### config.mk
export PLATFORM = sky130hd
export DESIGN_NAME = ysyx_22040237_ifu_fetch_ctrl
export DESIGN_NICKNAME = d
export VERILOG_FILES = /design/src/rtl/ysyx_22040237_ifu_fetch_ctrl.sv
export SDC_FILE = /design/constraint.sdc
export NUM_CORES = 1
export LEC_CHECK = 0
export CORE_ASPECT_RATIO = 2
export CORE_UTILIZATION = 42
export CTS_CLUSTER_DIAMETER = 120
export DETAILED_ROUTE_END_ITERATION = 10
export PLACE_DENSITY_LB_ADDON = 0.3
export SLEW_MARGIN = 20
export SYNTH_ARGS = -nofsm -noshare
export SYNTH_HDL_FRONTEND = slang
export SYNTH_SLANG_ARGS = --single-unit
### constraint.sdc
create_clock -name clk -period 2 [get_ports clk]
set_input_delay 0.4 -clock clk [delete_from_list [all_inputs] [get_ports clk]]
set_output_delay 0.4 -clock clk [all_outputs]
set_load 0.01 [all_outputs]
### src/rtl/ysyx_22040237_ifu_fetch_ctrl.sv
// Instruction fetch control: owns the fetch PC, keeps one imem request outstanding,
// buffers the returned word and presents it to decode. Redirects from execute
// retarget the PC and cancel any fetch already in flight.
module ysyx_22040237_ifu_fetch_ctrl #(
   parameter int unsigned         ADDR_W   = 32,
   parameter int unsigned         INST_W   = 32,
   parameter logic [ADDR_W-1:0]   RESET_PC = 32'h8000_0000
) (
   input  logic              clk,
   input  logic              rst,
   input  logic              redirect_valid,
   input  logic [ADDR_W-1:0] redirect_pc,
   output logic              imem_req_valid,
   input  logic              imem_req_ready,
   output logic [ADDR_W-1:0] imem_req_addr,
   input  logic              imem_resp_valid,
   input  logic [INST_W-1:0] imem_resp_data,
   input  logic              imem_resp_err,
   output logic              inst_valid,
   input  logic              inst_ready,
   output logic [INST_W-1:0] inst_o,
   output logic [ADDR_W-1:0] inst_pc,
   output logic              inst_fault,
   output logic              misalign
);

   typedef enum logic [1:0] {
      ST_IDLE = 2'd0,
      ST_REQ  = 2'd1,
      ST_WAIT = 2'd2,
      ST_HOLD = 2'd3
   } state_e;

   state_e            state_q, state_d;
   logic [ADDR_W-1:0] pc_q, pc_d;
   logic [ADDR_W-1:0] req_addr_q;
   logic              drop_q, drop_d;
   logic              capture;
   logic [ADDR_W-1:0] redirect_tgt;
   logic [INST_W-1:0] buf_data_q;
   logic              buf_err_q;
   logic [ADDR_W-1:0] buf_pc_q;
   logic              misalign_q;

   // Redirect targets are forced word aligned; the low bits only raise misalign.
   assign redirect_tgt = {redirect_pc[ADDR_W-1:2], 2'b00};

   // Next-state, next-PC and drop-flag logic for the fetch FSM.
   always_comb begin
      // NOTE: every signal written here gets a default first so no path leaves it unassigned (no latch).
      state_d = state_q;
      pc_d    = pc_q;
      drop_d  = drop_q;
      capture = 1'b0;
      unique case (state_q)
         ST_IDLE: begin
            state_d = ST_REQ;
            if (redirect_valid) pc_d = redirect_tgt;
         end
         ST_REQ: begin
            // The pending address must stay stable, so a redirect here only
            // retargets pc and marks the request that will be accepted as stale.
            if (redirect_valid) begin
               pc_d   = redirect_tgt;
               drop_d = 1'b1;
            end
            if (imem_req_ready) state_d = ST_WAIT;
         end
         ST_WAIT: begin
            if (redirect_valid) pc_d = redirect_tgt;
            if (imem_resp_valid) begin
               if (drop_q || redirect_valid) begin
                  drop_d  = 1'b0;
                  state_d = ST_REQ;
               end else begin
                  capture = 1'b1;
                  state_d = ST_HOLD;
               end
            end else if (redirect_valid) begin
               drop_d = 1'b1;
            end
         end
         ST_HOLD: begin
            // Redirect wins over sequential advance; a coincident inst_ready still consumes.
            if (redirect_valid) begin
               pc_d    = redirect_tgt;
               state_d = ST_REQ;
            end else if (inst_ready) begin
               pc_d    = pc_q + ADDR_W'(4);
               state_d = ST_REQ;
            end
         end
         default: state_d = ST_IDLE;
      endcase
   end

   // State, PC, drop flag, request address and misalign pulse registers.
   always_ff @(posedge clk) begin
      // NOTE: sequential state uses non-blocking assignments so all registers update from pre-edge values.
      if (rst) begin
         state_q    <= ST_IDLE;
         pc_q       <= RESET_PC;
         drop_q     <= 1'b0;
         req_addr_q <= RESET_PC;
         misalign_q <= 1'b0;
      end else begin
         state_q    <= state_d;
         pc_q       <= pc_d;
         drop_q     <= drop_d;
         // Address follows pc until a request is presented, then holds until accepted.
         if (state_q != ST_REQ) req_addr_q <= pc_d;
         misalign_q <= redirect_valid && (redirect_pc[1:0] != 2'b00);
      end
   end

   // Instruction buffer loaded when a live response arrives.
   always_ff @(posedge clk) begin
      // NOTE: the buffer is reset because it drives outputs that must read zero out of reset.
      if (rst) begin
         buf_data_q <= '0;
         buf_err_q  <= 1'b0;
         buf_pc_q   <= '0;
      end else if (capture) begin
         buf_data_q <= imem_resp_data;
         buf_err_q  <= imem_resp_err;
         buf_pc_q   <= pc_q;
      end
   end

   assign imem_req_valid = (state_q == ST_REQ);
   assign imem_req_addr  = req_addr_q;
   assign inst_valid     = (state_q == ST_HOLD);
   assign inst_o         = buf_data_q;
   assign inst_pc        = buf_pc_q;
   assign inst_fault     = buf_err_q;
   assign misalign       = misalign_q;

endmodule

==> metrics.yaml, run 1 <==
status:
  status: "complete, no violations"
cts:
  cts.sinks: 133
  h-tree-depth: 4
  clkTransAtPathRegs_ps: 60
  cts_setup_buffers: 0
  numCtsBuffers: 17
  ctsRootBufferMaster: "clkbuf_16"
  clockBufferDepth: 2
  cts_tree: "yes"
  clk-insertion-delay-late_ps: 420
sta:
  setup_tns_ps: 0
  skew_ps: 13.2
  hold_ws_ps: 366
  report.final.slew_viol_count: 0
  hold_viol_final: 0
  fmaxAchievable_mhz: 515
  max_slew_margin: 0.731
  min_period_over_period: 0.971
  setup_violations: 0
  worstMarginPinSlew_ps: 404
  period_needed_ps: 1940
  setup_slack_ps: 57.5
routing:
  dr.pass1.iters: 5
  via_per_inst: 5.29
  drc_errors: 0
  drt-wirelength-per-cell_microns: 15.9
  vias: 5338
  drt_iter0_drc: 204
  wirelength_microns: 16000
  detail-route-antenna-nets: 0
synthesis:
  syn_area_per_cell_sq_um: 8.30
  synth_area_sq_um: 5470
  synth_area_leaders: "dfxtp_1 (49%), nand2_1 (11%), a21oi_1 (7.4%), nor2_1 (2.7%), clkbuf_1 (2.5%)"
  netlist_instances: 659
  synth.most_common_cell: "nand2_1"
  yosysSeqAreaShare: 0.487
  yosysTopAreaCellShare: 0.487
  ys_ff_latch: 133
  yosysWarnings: 0
  async_reset_ff_frac: 0
  yosysTopAreaCell: "dfxtp_1"
  ys_types: 45
  netlist_top_cells_count: "nand2_1 (160), dfxtp_1 (133), a21oi_1 (81)"
  syn_nets: 735
  synth_ff_type: "dfxtp_1"
  synth_edf_count: 0
critical_path:
  end_kind: "register"
  crit_family: "simple AND/OR/NAND/NOR gates"
  reg2reg_from: "state_q[1]"
  required_ps: 2320
  critPathKind: "reg2reg"
  critPathBufInv: 0
  worstPathCellList: "ha_2 > and4_1 > and4_2 > nand4_1 > xor2_1 > a211oi_1"
  startpoint: "state_q[1]"
  crit_fanout: 5
  critPathSlowestCell: "dfxtp_1"
  arrival_ps: 2270
  slowest_delay_ps: 350
  cp-start-kind: "register"
place:
  port_buffers: 170
  gp_congestion: 0.866
  place_ws_ps: -380
  dp.cells: 977
  dp_hpwl_microns: 11900
power:
  power.leakage_nw: 3.03
  power_per_cell_area_nw_per_um2: 867
  p_clk_frac: 0.457
  combPwrFrac: 0.137
  intPower_w: 0.00542
  seqPwrFrac: 0.406
  ir_worst_vdd_uv: 825
  p_sw_w: 0.00170
  switching_share: 0.238
global_routing:
  overflow: 0
  grt_max_degree: 47
  grt_usage: 0.246
  antenna_found_initial: 0
  grt_pass1_vias: 5198
  grt_pass1_wl_microns: 25100
floorplan:
  ios: 171
  die_x_microns: 82.7
  dieArea_sq_um: 13500
  coreArea_sq_um: 12600
  start_util: 0.433
  core.rowCount: 58
  die_h_microns: 163
final_layout:
  diodes: 0
  drive_gt1_frac: 0.120
  instances_no_fill: 1009
  fin_nets: 922
  syn_to_final_growth_pct: 50.1
flow_run:
  maxCapViolations: 0
worst_hold_path:
  hold_start: "rst"
  worst_hold_path_type: "in2reg"
==> final cells by class <==
cell class | instances | area, sq um
fill | 1089 | 4420
sequential | 133 | 2660
multi-input combinational | 464 | 2600
timing repair buffer | 219 | 2090
clock buffer | 20 | 447
tap | 150 | 188
clock inverter | 12 | 178
inverter | 11 | 41.3
==> cell usage in the layout, fill, tap and decap left out, types with 4 or more instances in the layout <==
cell and count:
and4_1 4, a21oi_1 81, o21a_1 9, buf_4 47, and3_1 8, a211oi_1 16, o21ai_0 4, nor2_1 40
o22ai_1 10, clkdlybuf4s50_1 167, nand3_1 6, xor2_1 10, mux2i_1 10, nand2b_1 14, nand2_1 159, bufinv_16 4
inv_1 11, o32ai_1 6, xnor2_1 9, clkbuf_16 17, dfxtp_1 133, nand4_1 12, nor3_1 19
==> what timing repair did <==
item                                   CTS  global route
cloned                                   0             0
endpoints found under the hold margin    0             0
hold buffers                             0             0
pin swaps                                0             1
gates resized for setup                  5             9
setup endpoints to repair                4            12
==> flip-flops by register name, summed over array words and instances (netlist names) <==
signal	flops
imem_req_addr	32
inst_o	32
inst_pc	32
pc_q	32
state_q	2
drop_q	1
inst_fault	1
misalign	1
==> cells by family after synthesis <==
| group | count (synthesis) | synth area share |
|---|---|---|
| xor gates and xnor gates | 19 | 0.0304 |
| adders and majority gates | 5 | 0.0114 |
| buffers and inverters | 62 | 0.0464 |
| muxes | 11 | 0.0204 |
| DFF | 133 | 0.487 |
| and+or+nand+nor | 284 | 0.242 |
| AOI/OAI and AO/OA | 145 | 0.163 |
==> power by group through the flow <==
stage / Clock, W / Sequential (W) / Combinational (W)
after floorplan: 0 / 0.00297 / 0.000406
after global placement: 0 / 0.00294 / 0.000941
after detailed placement: 0 / 0.00295 / 0.000964
after CTS: 0.00331 / 0.00289 / 0.000968
after global routing: 0.00344 / 0.00291 / 0.00106
final: 0.00325 / 0.00289 / 0.000974
==> routing by layer <==
| layer | wire length, microns | up-vias | part of all wire | track usage |
|---|---|---|---|---|
| met3 | 988 | 40 | 0.062 | 0.0709 |
| met2 | 8460 | 182 | 0.53 | 0.429 |
| met4 | 726 | 0 | 0.045 | 0.142 |
| li1 | - | 2632 | - | - |
| met5 | 0 | - | 0 | 0 |
| met1 | 5830 | 2484 | 0.36 | 0.250 |
==> through the flow <==
step / total power [W] / utilization / instance area [sq um]
floorplan: 0.00337 / - / 5470
global placement: 0.00388 / 0.597 / 7540
detailed placement: 0.00391 / 0.597 / 7540
CTS: 0.00717 / 0.647 / 8170
global route: 0.00741 / 0.650 / 8210
finish: 0.00712 / 0.650 / 8210
==> worst paths after layout <==
kind / slack [ps] / to / depth (start not counted)
worst min register to register: 450 / inst_pc[31] / 2
worst max-delay path: 60 / pc_q[25] / 6
worst max register to register: 60 / pc_q[25] / 6
worst min-delay path: 370 / inst_pc[26] / 2
No activity file was read; power rests on OpenSTA's default activity.
==> run 2, diff against run 1 <==
--- a/config.mk
+++ b/config.mk
@@ -6,7 +6,7 @@
 export NUM_CORES = 1
 export LEC_CHECK = 0
 export CORE_ASPECT_RATIO = 2
-export CORE_UTILIZATION = 42
+export CORE_UTILIZATION = 47
 export CTS_CLUSTER_DIAMETER = 120
 export DETAILED_ROUTE_END_ITERATION = 10
 export PLACE_DENSITY_LB_ADDON = 0.3
==> constraint.sdc (replaced) <==
create_clock -name clk -period 2.2 [get_ports clk]
set_input_delay 0.44 -clock clk [delete_from_list [all_inputs] [get_ports clk]]
set_output_delay 0.44 -clock clk [all_outputs]
set_load 0.01 [all_outputs]
==> metrics.yaml, run 2 (synthesis gave the netlist of run 1 again) <==
critical_path:
  required_ps: 1760  # -560 ps
  critPathKind: "reg2out"
  crit_fanout: 7  # +2
  cp-start-kind: "register"
  end_kind: "output pin"
  arrival_ps: 1680  # -590 ps
floorplan:
  dieArea_sq_um: 12100  # -10%
  coreArea_sq_um: 11400  # -10%
  die_x_microns: 78.3  # -5.3%
  start_util: 0.482  # +0.0486
  core.rowCount: 55  # -5.2%
  die_h_microns: 155  # -5.4%
  ios: 171  # unchanged
final_layout:
  final_area_sq_um: 8030  # -2.2%
  fin_nets: 902  # -2.2%
  diodes: 0  # unchanged
  most-common-layout-cells: "clkdlybuf4s50_1 (169), nand2_1 (159), dfxtp_1 (131), a21oi_1 (81), nor2_1 (40)"
  drive_gt1_frac: 0.0954  # -0.0246
  layout_commonest_cell: "clkdlybuf4s50_1"
  syn_to_final_growth_pct: 46.8
  filler_cell_count: 922  # -15%
routing:
  detail-route-antenna-nets: 0  # unchanged
  via_per_inst: 5.42  # +2.5%
  vias: 5321  # -0.32%
  drc_errors: 0  # unchanged
  dr.pass1.iters: 5  # unchanged
  drt_iter0_drc: 306  # +50%
  drt-wirelength-per-cell_microns: 16.1  # +1.3%
  wirelength_microns: 15800  # -1.5%
place:
  port_buffers: 170  # unchanged
  place_ws_ps: -293  # +86.8 ps
  placed_area_sq_um: 7410  # -1.8%
  gp_congestion: 0.840  # -3.0%
  dp_hpwl_microns: 11300  # -5.6%
global_routing:
  grt_pass1_wl_microns: 24700  # -1.5%
  grt_usage: 0.261  # +0.0148
  antenna_found_initial: 0  # unchanged
  grt_max_degree: 66  # +40%
  overflow: 0  # unchanged
  grt_pass1_vias: 5105  # -1.8%
cts:
  holdBufCountCts: 0  # unchanged
  clockBufferDepth: 2  # unchanged
  ctsRootBufferMaster: "clkbuf_16"
  numCtsBuffers: 17  # unchanged
  cts_tree: "yes"
  clk-insertion-delay-late_ps: 410  # about the same
  clkTransAtPathRegs_ps: 60  # about the same
  cts.sinks: 133  # unchanged
  h-tree-depth: 4  # unchanged
power:
  p_total_w: 0.00639  # -10%
  power_per_cell_area_nw_per_um2: 796  # -8.2%
  power.leakage_nw: 2.92  # -3.5%
  ir_worst_vdd_uv: 605  # -27%
sta:
  max_slew_margin: 0.605  # -0.126
  hold_viol_final: 0  # unchanged
  hold_ws_ps: 427  # +61.7 ps
  report.final.slew_viol_count: 0  # unchanged
  skew_ps: 8.74  # -4.51 ps
  fmaxAchievable_mhz: 471
  min_period_over_period: 0.965
  period_needed_ps: 2120
  setup_slack_ps: 77.2  # +19.7 ps
  worstMarginPinSlew_ps: 590  # +186 ps
  setup_violations: 0  # unchanged
  setup_tns_ps: 0  # unchanged
  rsz0062_at_grt: "no"
flow_run:
  maxCapViolations: 0  # unchanged
worst_hold_path:
  worst_hold_path_type: "in2reg"
status:
  status: "complete, no violations"
run 2: changes by cell type in the layout (fill, tap and decap cells not counted), moves of 2 or more:
cell,change
inv_6,+2
clkdlybuf4s50_1,+2
o31ai_1,+2
dfxtp_1,-2
dfxtp_2,+2
buf_12,+2
buf_4,-21
dlygate4sd2_1,-2
clkbuf_1,-2
o31ai_2,-2
run 2: per-layer routing:
layer	wire length, microns	part of all wire	track usage
met1	5920	0.38	0.280
met2	8540	0.54	0.481
met3	884	0.056	0.0466
met4	422	0.027	0.123
met5	0	0	0
run 2: layout make-up:
type                            count  area, sq um  share of cell area
Multi-Input combinational cell    464         2570               0.320
Tap cell                          142          178              0.0221
Clock buffer                       18          439              0.0547
Inverter                           11         41.3             0.00514
Sequential cell                   133         2670               0.332
Timing Repair Buffer              199         1970               0.245
Clock inverter                     14          174              0.0217
run 2: per-stage QoR:
stage          utilization  std cells
3_5_place_dp         0.652        949
2_1_floorplan            -        659
3_3_place_gp         0.652        949
5_1_grt              0.707        981
6_report             0.707        981
4_1_cts              0.707        981
run 2: final timing paths:
kind	from	endpoint	slack, ps	cells past startpoint
worst max register to register	pc_q[13]	imem_req_addr[30]	80	5
worst min register to register	inst_pc[9]	inst_pc[9]	450	2
worst max-delay path	state_q[1]	imem_req_valid	80	3
worst min-delay path	rst	pc_q[18]	430	2
run 2: timing repair:
item | in CTS | in global routing
gates resized for setup | 1 | 4
buffers inserted | 0 | 0
cloned | 0 | 0
endpoints found under the setup margin | 1 | 6
run 2: worst max-delay path: stages (launching register included):
cell and delay, ps:
dfxtp_2 340, inv_1 80, ha_2 280, clkdlybuf4s50_1 570
run 2: where the power goes:
group	internal (W)	switching (W)	leakage, nW	total, W
clock network	0.00182	0.00109	0.301	0.00291
logic	0.000442	0.000395	1.53	0.000837
registers	0.00254	0.000111	1.09	0.00265
